===== config.mk =====
export PLATFORM = sky130hd
export DESIGN_NAME = seg7_scan_driver
export DESIGN_NICKNAME = d
export VERILOG_FILES = /design/src/rtl/seg7_pkg.sv /design/src/rtl/hex_nibble_enc.sv /design/src/rtl/seg7_scan_driver.sv
export SDC_FILE = /design/constraint.sdc
export NUM_CORES = 1
export LEC_CHECK = 0
export BUFFER_PORTS_ARGS = -buffer_cell sky130_fd_sc_hd__buf_4
export CAP_MARGIN = 20
export CORE_MARGIN = 8
export CORE_UTILIZATION = 52
export DETAILED_ROUTE_END_ITERATION = 6
export GPL_TIMING_DRIVEN = 0
export PLACE_DENSITY = 0.75
export SYNTH_ARGS = -nofsm -noshare
export SYNTH_HDL_FRONTEND = slang
export SYNTH_SLANG_ARGS = --single-unit

===== constraint.sdc =====
create_clock -name clk -period 2.2 [get_ports clk]
set_clock_uncertainty 0.1 [all_clocks]
set_input_delay 0.11 -clock clk [delete_from_list [all_inputs] [get_ports clk]]
set_output_delay 0.11 -clock clk [all_outputs]
set_load 0.02 [all_outputs]

===== src/rtl/seg7_pkg.sv =====
// Shared constants and types for the multiplexed 7-segment scan driver.
// Segment patterns are stored active-low, bit0 = a ... bit6 = g.
package seg7_pkg;

    typedef enum logic [1:0] {
        SHOW    = 2'd0,
        BLANK   = 2'd1,
        ADVANCE = 2'd2
    } scan_state_t;

    // All segments dark in active-low form.
    localparam logic [6:0] SEG_OFF = 7'h7F;

    localparam logic [6:0] SEG_TABLE [16] = '{
        7'b1000000, 7'b1111001, 7'b0100100, 7'b0110000,
        7'b0011001, 7'b0010010, 7'b0000010, 7'b1111000,
        7'b0000000, 7'b0011000, 7'b0001000, 7'b0000011,
        7'b1000110, 7'b0100001, 7'b0000110, 7'b0001110
    };

endpackage


===== src/rtl/hex_nibble_enc.sv =====
// Combinational hex nibble to 7-segment encoder with selectable pin polarity.
module hex_nibble_enc
    import seg7_pkg::*;
#(
    parameter int ACTIVE_LOW = 1
) (
    input  logic [3:0] i_nibble,
    output logic [6:0] o_seg
);

    assign o_seg = (ACTIVE_LOW != 0) ? SEG_TABLE[i_nibble] : ~SEG_TABLE[i_nibble];

endmodule


===== src/rtl/seg7_scan_driver.sv =====
// Time-multiplexed NUM_DIGITS 7-segment driver with frame-synchronous double buffer,
// dead time between digits and registered pins. Optional: LEADING_ZERO_BLANK_EN.
module seg7_scan_driver
    import seg7_pkg::*;
#(
    parameter int NUM_DIGITS  = 4,
    parameter int REFRESH_DIV = 50000,
    parameter int DEAD_CYCLES = 4,
    parameter int ACTIVE_LOW  = 1
) (
    input  logic                    clk,
    input  logic                    rst,
    input  logic [4*NUM_DIGITS-1:0] value,
    input  logic [NUM_DIGITS-1:0]   dp_in,
    input  logic [NUM_DIGITS-1:0]   blank_in,
    input  logic                    load,
    output logic [6:0]              seg,
    output logic                    dp,
    output logic [NUM_DIGITS-1:0]   an,
    output logic                    frame_start
);

    localparam int IDX_W = (NUM_DIGITS > 1) ? $clog2(NUM_DIGITS) : 1;
    localparam int PRE_W = $clog2(REFRESH_DIV);

    localparam logic [IDX_W-1:0] LAST_IDX  = IDX_W'(NUM_DIGITS - 1);
    localparam logic [PRE_W-1:0] TICK_CNT  = PRE_W'(REFRESH_DIV - 1);
    localparam logic [PRE_W-1:0] DEAD_LAST = PRE_W'((DEAD_CYCLES > 0) ? DEAD_CYCLES - 1 : 0);
    localparam logic             POL       = (ACTIVE_LOW != 0);
    localparam logic [6:0]       SEG_IDLE  = POL ? SEG_OFF : ~SEG_OFF;

    scan_state_t             r_state;
    logic [IDX_W-1:0]        r_index;
    logic [PRE_W-1:0]        r_presc;
    logic [4*NUM_DIGITS-1:0] r_sh_value;
    logic [NUM_DIGITS-1:0]   r_sh_dp;
    logic [NUM_DIGITS-1:0]   r_sh_blank;
    logic [4*NUM_DIGITS-1:0] r_disp_value;
    logic [NUM_DIGITS-1:0]   r_disp_dp;
    logic [NUM_DIGITS-1:0]   r_disp_blank;
    logic [6:0]              r_seg;
    logic                    r_dp;
    logic [NUM_DIGITS-1:0]   r_an;
    logic                    r_frame_start;

    logic                    w_tick;
    logic                    w_wrap;
    logic                    w_show;
    logic                    w_lit;
    logic [3:0]              w_nibble;
    logic [6:0]              w_enc_seg;
    logic [NUM_DIGITS-1:0]   w_onehot;
    logic [NUM_DIGITS-1:0]   w_auto_blank;

    assign w_tick   = (r_presc == TICK_CNT);
    assign w_wrap   = (r_index == LAST_IDX);
    assign w_show   = (r_state == SHOW);
    assign w_lit    = w_show && !r_disp_blank[r_index];
    assign w_nibble = 4'(r_disp_value >> {r_index, 2'b00});
    assign w_onehot = NUM_DIGITS'(1) << r_index;

`ifdef LEADING_ZERO_BLANK_EN
    logic w_leading;

    // NOTE: every variable assigned in always_comb gets a default first, so no latch is inferred.
    always_comb begin
        w_auto_blank = '0;
        w_leading    = 1'b1;
        for (int k = NUM_DIGITS - 1; k >= 1; k--) begin
            if (w_leading && (r_sh_value[4*k +: 4] == 4'h0)) begin
                w_auto_blank[k] = 1'b1;
            end else begin
                w_leading = 1'b0;
            end
        end
    end
`else
    assign w_auto_blank = '0;
`endif

    hex_nibble_enc #(
        .ACTIVE_LOW (ACTIVE_LOW)
    ) u_enc (
        .i_nibble (w_nibble),
        .o_seg    (w_enc_seg)
    );

    // NOTE: non-blocking assignments make every register sample pre-edge values; that is
    // what lets a load on the wrap cycle reach the display one frame later, untorn.
    always_ff @(posedge clk) begin
        if (rst) begin
            r_state       <= SHOW;
            r_index       <= '0;
            r_presc       <= '0;
            // NOTE: the buffers are plain registers, so they take reset like any other state.
            // The live display starts unblanked showing zeros; the shadow starts fully blanked.
            r_sh_value    <= '0;
            r_sh_dp       <= '0;
            r_sh_blank    <= '1;
            r_disp_value  <= '0;
            r_disp_dp     <= '0;
            r_disp_blank  <= '0;
            r_seg         <= SEG_IDLE;
            r_dp          <= POL;
            r_an          <= {NUM_DIGITS{POL}};
            r_frame_start <= 1'b0;
        end else begin
            if (load) begin
                r_sh_value <= value;
                r_sh_dp    <= dp_in;
                r_sh_blank <= blank_in;
            end

            r_presc <= w_tick ? '0 : r_presc + 1'b1;

            case (r_state)
                SHOW: begin
                    if (w_tick) begin
                        r_state <= (DEAD_CYCLES == 0) ? ADVANCE : BLANK;
                    end
                end
                BLANK: begin
                    if (r_presc == DEAD_LAST) begin
                        r_state <= ADVANCE;
                    end
                end
                ADVANCE: begin
                    r_presc <= '0;
                    r_state <= SHOW;
                    r_index <= w_wrap ? '0 : r_index + 1'b1;
                    if (w_wrap) begin
                        r_disp_value <= r_sh_value;
                        r_disp_dp    <= r_sh_dp;
                        r_disp_blank <= r_sh_blank | w_auto_blank;
                    end
                end
                default: r_state <= SHOW;
            endcase

            // Pins follow the FSM register by one cycle.
            r_seg         <= w_lit ? w_enc_seg : SEG_IDLE;
            r_dp          <= (w_lit & r_disp_dp[r_index]) ^ POL;
            r_an          <= w_show ? (w_onehot ^ {NUM_DIGITS{POL}}) : {NUM_DIGITS{POL}};
            r_frame_start <= w_show && (r_index == '0) && (r_presc == '0);
        end
    end

    assign seg         = r_seg;
    assign dp          = r_dp;
    assign an          = r_an;
    assign frame_start = r_frame_start;

endmodule


# ---- Word-level counts from Yosys, hierarchy flattened
# Memory sizes are Yosys's and may differ from the RTL's. A register that Yosys moved wholly into a read port is not among the register bits.
# Cells that the tools add are included.
dict set report word_totals {
  output_inout_bits 13
  latchBits 0
  regBits 74
  ram_bits 0
  inputBits 27
  rom_bits 112
  n_memories 1
}
dict set report op_classes {
  mux 8
  magnitude_cmp 1
  n_eq_ne 7
  shifts 2
  mul 0
  n_reduce_logical 12
  div 0
  n_bitwise 6
  n_addsub 2
}
# memory words word_bits read_ports rd_clocked_by_memory_dff wr line_no
set memory_table {}
lappend memory_table {{(name not given)} 16 7 1 1 0 hex_nibble_enc.sv:11} ;# assign o_seg = (ACTIVE_LOW != 0) ? SEG_TABLE[i_nibble] : ~SEG_TABLE[i_nibble];
# cell count
set op_table {}
lappend op_table {{16-bit by 1-bit adder with 16-bit output (second input constant)} 1}
lappend op_table {{16-bit == test (second input constant)} 1}
lappend op_table {{16-bit by 2-bit == test with 1-bit output (second input constant)} 1}
lappend op_table {{16-bit logical NOT} 1}
lappend op_table {{16-bit by 4-bit >> shifter with 4-bit output} 1}
lappend op_table {{2-bit 2-to-1 mux} 3}
lappend op_table {{4-bit NOT with 5-bit output} 1}
lappend op_table {{1-bit binary-select mux with 2-bit select} 2}
lappend op_table {{2-bit == test (second input constant)} 2}
lappend op_table {{2-bit logical NOT} 2}
lappend op_table {{2-bit != test (second input constant)} 2}
lappend op_table {{4-bit NOT} 1}
lappend op_table {{2-bit one-hot mux with 2 select lines} 1}
lappend op_table {{2-bit AND reduction} 2}
lappend op_table {{2-bit OR reduction} 2}
lappend op_table {{1-bit by 2-bit << shifter with 4-bit output (first input constant)} 1}
lappend op_table {{1-bit logical AND} 3}
lappend op_table {{2-bit by 3-bit < comparator with 1-bit output (second input constant)} 1}
lappend op_table {{1-bit NOT} 3}
lappend op_table {{3-bit OR reduction} 1}
lappend op_table {{2-bit by 1-bit adder with 2-bit output (second input constant)} 1}
lappend op_table {{2-bit by 1-bit == test with 1-bit output (second input constant)} 1}
lappend op_table {{1-bit 2-to-1 mux} 2}
lappend op_table {{1-bit bitwise AND} 1}
lappend op_table {{1-bit logical NOT} 1}

# ---- Depth between registers and ports, before layout
dict set report logic_depth {
  depth_word 6
  depth_mapped 8
}

# ---- Modules after synthesis
# Synthesis repeated with hierarchy kept, for this count alone.
dict set report hier_totals {
  hier_cells 368
  hier_area_um2 3387.0
}
# mod seq_area_each_um2 area_each_um2 n_inst cells_per_inst
set modules_own_cells {}
lappend modules_own_cells {seg7_scan_driver 1621.6 3129.3 1 330}
lappend modules_own_cells {hex_nibble_enc 0.0 257.7 1 38}

# ---- Least setup slack after synthesis
# No wires, ideal clock.
dict set report synth_timing {
  kind {flip-flop to flip-flop}
  from {reg r_index[1]}
  to {reg r_seg[0] (netlist: seg[0])}
  stages_incl_launch_ff 7
  setup_ns 0.125
  setup_slack_ns -0.028
  t_arrival_ns 2.003
  n_path_buf 1
  synth_period_minus_slack_ns 2.228
  path_cell_list {dfxtp_1 clkbuf_1 mux4_2 ha_1 or3b_2 o221ai_1 nand2_1}
}
dict set report synth_between {
  elab_chain_cells 6
  elab_cells_between_ends 8
}
# element line_no
set synth_lines {}
lappend synth_lines {{start, declared} seg7_scan_driver.sv:33} ;# logic [IDX_W-1:0] r_index;
lappend synth_lines {{start signal, assigned} seg7_scan_driver.sv:130} ;# r_index <= w_wrap ? '0 : r_index + 1'b1;
lappend synth_lines {{1-bit binary-select mux with 2-bit select} seg7_scan_driver.sv:58} ;# assign w_lit = w_show && !r_disp_blank[r_index];
lappend synth_lines {{1-bit 2-to-1 mux (implied by the code)} seg7_scan_driver.sv:58}
lappend synth_lines {{1-bit logical NOT} seg7_scan_driver.sv:58}
lappend synth_lines {{1-bit logical AND} seg7_scan_driver.sv:58}
lappend synth_lines {{1-bit NOT (no line)} --}
lappend synth_lines {{2-bit OR reduction (no line)} --}
lappend synth_lines {{end, declared} seg7_scan_driver.sv:41} ;# logic [6:0] r_seg;
# Several ways; a longest one is shown, not always the timed one. The select of a mux whose other input is x is not followed.
# A chain may end at the register's enable or synchronous reset.

# ---- Final worst setup path
dict set report layout_timing {
  from {reg r_index[0]}
  to {reg r_seg[3] (netlist: seg[3])}
}
# Same word-level chain as after synthesis.

==> results summary <==
The flow ran to the end, and the final reports show no timing, DRC or antenna violations. In the synthesized netlist the dominant register cell turns out to be sky130_fd_sc_hd__dfxtp_1. The beginning of the worst hold path is rst. The count of nets after finishing came out at 480. The total global routing overflow is 0. The global-route total usage across every layer is 16.6%.

The cell sitting at the root of the clock tree is a sky130_fd_sc_hd__clkbuf_8. The clock insertion delay at the later pin of the skew report came out at 350 ps. Once the floorplan was initialized, standard cells occupied 53.2% of the core. The analysis attributes to net switching a power of 0.658 mW.

The placed wire-length estimate is 4900 um. The number of port buffers is 37. In this run the static leakage power is 1.69 nW.

The fraction of power consumed by the clock network is 39.7%. The largest voltage drop on the vdd net is 0.000455 V. The max-cap check violation count is 0. The number of instances on the worst hold path is 3. Each instance of the synthesized netlist takes up on average 9.22 sq um. The number of vias in the routed layout came out at 2764. The share of the yosys chip area belonging to registers is 48.3%. The hold-critical path endpoint is r_state[0]$_SDFFE_PP0P_. Counting flops with an async set or reset pin after synthesis yields a share of 0%. The worst hold margin came out at 156 ps. The per-cell routed wire length is 13.5 um. The post-route netlist has 19.7% of its cells at a drive strength greater than 1.

The detail route stage leaves a number of antenna-violating nets equal to 0. In the finished design, the share of the clock period the worst path needs comes to 97.2%. The final antenna diode count came out at 0. The distinct cell type count after synthesis is 39.

The cell type contributing the most total cell area after synthesis is sky130_fd_sc_hd__dfxtp_1. Measured along the y axis, the die boundary spans 96.3 um. The data arrival time of the worst path is 2250 ps. The number of register bits inferred by synthesis is 81. The total routed wirelength is 7080 um. Cells fill 68.2% of the core in the end. The maximum level of the CTS H-tree came out at 3. The final critical-path required period is 2140 ps.

The relative contribution of combinational cells to total power is 7.2%. In this run, placement finished with an instance count of 478. The clock passes through at most 2 buffers. The setup slack of the most critical reg-to-reg path came out at 60 ps. The min-delay analysis places its worst path in the category input pin to register. The worst register-to-register path begins at r_index[0]$_SDFFE_PP0N_. The maximum number of pins on one net before global-route repair came out at 15. The internal portion of the total power is 2.21 mW. The highest clock frequency the design can meet is 467 MHz. The number of synthesized flops with an enable pin came out at 0. After synthesis, the cell types taking the most area are sky130_fd_sc_hd__dfxtp_1 48%, sky130_fd_sc_hd__nand2_1 7.2%, sky130_fd_sc_hd__mux2i_1 6.3%.

The number of nets produced by synthesis is 402. The global placer's final weighted congestion is 0.807. The required arrival time at the worst endpoint is 2320 ps.

The number of global-route vias before repair is 2780. The worst setup slack before clock tree synthesis came out at -168 ps. The post-detailed-route via-to-cell ratio is 5.27. The slack of the critical path came out at 60.9 ps. The cell area after synthesis is 3360 sq um. The endpoint of the worst-slack reg-to-reg timing path is seg[3]$_SDFF_PP1_. The number of placement rows came out at 29. The total number of yosys warnings is 0. The width of the die came out at 96.3 um. 40 I/O pins were placed. The worst slew slack as a fraction of its limit is 54.0%. The clock edge transition at the registers on the reported setup and hold paths is 80 ps. The floorplan step defined a die boundary enclosing 9280 sq um. The area fraction of the dominant cell type after synthesis is 48.3%. The count of cells in the finished layout, fillers not included, comes to 524. The number of antenna violations at the first check in global routing came out at 0. The switching share of power is 22.9%. In this run, CTS created clock tree buffers numbering 9. The total count of hold-check failures in the final report is 0. Counting every sink on the clock net gives 81.

The top fanout value on the critical path came out at 8. Sequential cells account for 53.1% of the total power. The wire length of the first global-routing pass came out at 12000 um.

The area added between synthesis and finish came out at 28.3%. The number of DRC violations after detailed-routing iteration 0 is 125. Counting every instance in the synthesized netlist gives 364. The power density over cell area came out at 667 nW/um^2. The count of TritonRoute iterations in the first routing pass came out at 4.

After detailed routing, the number of remaining DRC violations is 0. STA classifies the critical path startpoint as a register. By startpoint and endpoint, the worst setup path is classified as register to register.

The number of cells traversed by the worst register-to-register path is 8. The total core area is 6310 sq um. TritonCTS built the clock tree.

Setup violations remaining at the end of the flow were counted as 0. At the pin with the least slew margin, the transition time is 690 ps. STA classifies the critical path endpoint as a register. The final count of pins violating max slew came to 0.
routing by layer:
metal	track usage (%)	share of wire, %	wire [um]	vias to the layer above
li1	-	-	-	1392
met1	18.8	43	3060	1301
met2	28.9	49	3490	57
met3	4.29	5.5	387	14
met4	7.06	2.0	142	0
met5	0	0	0	-
timing repair:
item / in CTS / in global routing
pin swaps: 2 / 1
gates resized for setup: 12 / 12
hold buffers: 24 / 0
cloned: 1 / 0
buffers inserted: 4 / 1
setup endpoints to repair: 14 / 5
hold endpoints to repair: 24 / 0
metrics by stage:
stage | power, mW | TNS [ps] | area (sq um)
after detailed placement | 1.73 | -544 | 3730
after CTS | 2.89 | 0 | 4250
final | 2.87 | 0 | 4300
after global placement | 1.72 | -475 | 3730
after global routing | 2.99 | -9.88 | 4300
after floorplan | 1.65 | 0 | 3360
flip-flops by register name, indices dropped and copies added, names as in the netlist:
register / flops
an: 4
r_sh_blank: 4
r_sh_dp: 4
r_disp_dp: 4
r_disp_blank: 4
r_sh_value: 16
frame_start: 1
dp: 1
r_disp_value: 16
seg: 7
r_state: 2
r_index: 2
r_presc: 16
power groups by stage:
stage	combinational, mW	clock (mW)	sequential, mW
after floorplan	0.0870	0	1.57
after global placement	0.162	0	1.56
after detailed placement	0.166	0	1.56
after CTS	0.206	1.16	1.53
after global routing	0.226	1.23	1.53
final	0.206	1.14	1.53
cells by family (layout without fill, tap and decap cells):
kind of cell	Yosys count	in the layout	share of synthesized area, %
AO/OA/AOI/OAI	49	49	9.14
adder cells (fa/ha/maj)	11	11	4.10
XOR/XNOR	12	12	3.13
AND/OR/NAND/NOR	151	151	20.6
flip-flops	81	81	48.3
buffers and inverters	31	114	3.73
multiplexers	29	29	11.0
synth_stat cells, types with 2 or more instances:
library cell	number
sky130_fd_sc_hd__inv_1	10
sky130_fd_sc_hd__nand3_1	8
sky130_fd_sc_hd__o211ai_1	3
sky130_fd_sc_hd__ha_1	11
sky130_fd_sc_hd__nor2b_1	8
sky130_fd_sc_hd__clkbuf_1	18
sky130_fd_sc_hd__nand4_1	6
sky130_fd_sc_hd__and4_1	3
sky130_fd_sc_hd__or4_1	2
sky130_fd_sc_hd__o221ai_1	3
sky130_fd_sc_hd__xnor2_1	4
sky130_fd_sc_hd__o21ai_0	3
sky130_fd_sc_hd__mux4_2	6
sky130_fd_sc_hd__nand2b_1	2
sky130_fd_sc_hd__nor2_1	41
sky130_fd_sc_hd__a211o_1	4
sky130_fd_sc_hd__dfxtp_1	81
sky130_fd_sc_hd__or4_4	2
sky130_fd_sc_hd__a21oi_1	31
sky130_fd_sc_hd__nand2_1	64
sky130_fd_sc_hd__nor4_1	2
sky130_fd_sc_hd__and3_1	3
sky130_fd_sc_hd__nor3_1	3
sky130_fd_sc_hd__mux2_2	2
sky130_fd_sc_hd__mux2i_1	21
sky130_fd_sc_hd__xor2_1	8
sky130_fd_sc_hd__or3_1	3
cell usage in the layout, fill, tap and decap left out, drive strengths merged, types with 4 or more instances in the layout:
cell / count
or3: 4
dfxtp: 81
inv: 12
xor2: 8
buf: 47
dlygate4sd3: 24
a21oi: 31
clkbuf: 28
nand2: 64
nand3: 8
xnor2: 4
or4: 4
mux4: 6
a211o: 4
mux2i: 21
nor2b: 8
nor2: 41
ha: 11
nand4: 6
cell type report:
type,instances,area [sq um]
multi-input cells,252,1650
plain buffers,21,109
clock inverters,5,61.3
flip-flops and latches,81,1630
fillers,505,2010
well taps,77,96.3
inverters,10,37.5
clock buffers,11,151
repair buffers,67,571
how the worst max path moves through the flow:
stage,from,end,slack [ps],depth (start not counted)
3_5_place_dp,r_index[0]$_SDFFE_PP0N_,seg[0]$_SDFF_PP1_,-170,6
4_1_cts,r_index[0]$_SDFFE_PP0N_,seg[0]$_SDFF_PP1_,30,6
6_report,r_index[0]$_SDFFE_PP0N_,seg[3]$_SDFF_PP1_,60,8
3_3_place_gp,r_index[0]$_SDFFE_PP0N_,seg[0]$_SDFF_PP1_,-140,6
5_1_grt,r_index[0]$_SDFFE_PP0N_,seg[3]$_SDFF_PP1_,-10,8
2_1_floorplan,r_index[0]$_SDFFE_PP0N_,seg[0]$_SDFF_PP1_,20,6
worst max-delay path, cell delays in order (launching register included):
cell and delay (ps):
sky130_fd_sc_hd__dfxtp_4 370, sky130_fd_sc_hd__buf_8 140, sky130_fd_sc_hd__mux4_2 600, sky130_fd_sc_hd__inv_2 120, sky130_fd_sc_hd__ha_1 290, sky130_fd_sc_hd__inv_1 100
sky130_fd_sc_hd__nand2_1 50, sky130_fd_sc_hd__a21oi_1 140, sky130_fd_sc_hd__o21ai_0 90
Note: power is estimated with default switching activity, not from simulation.
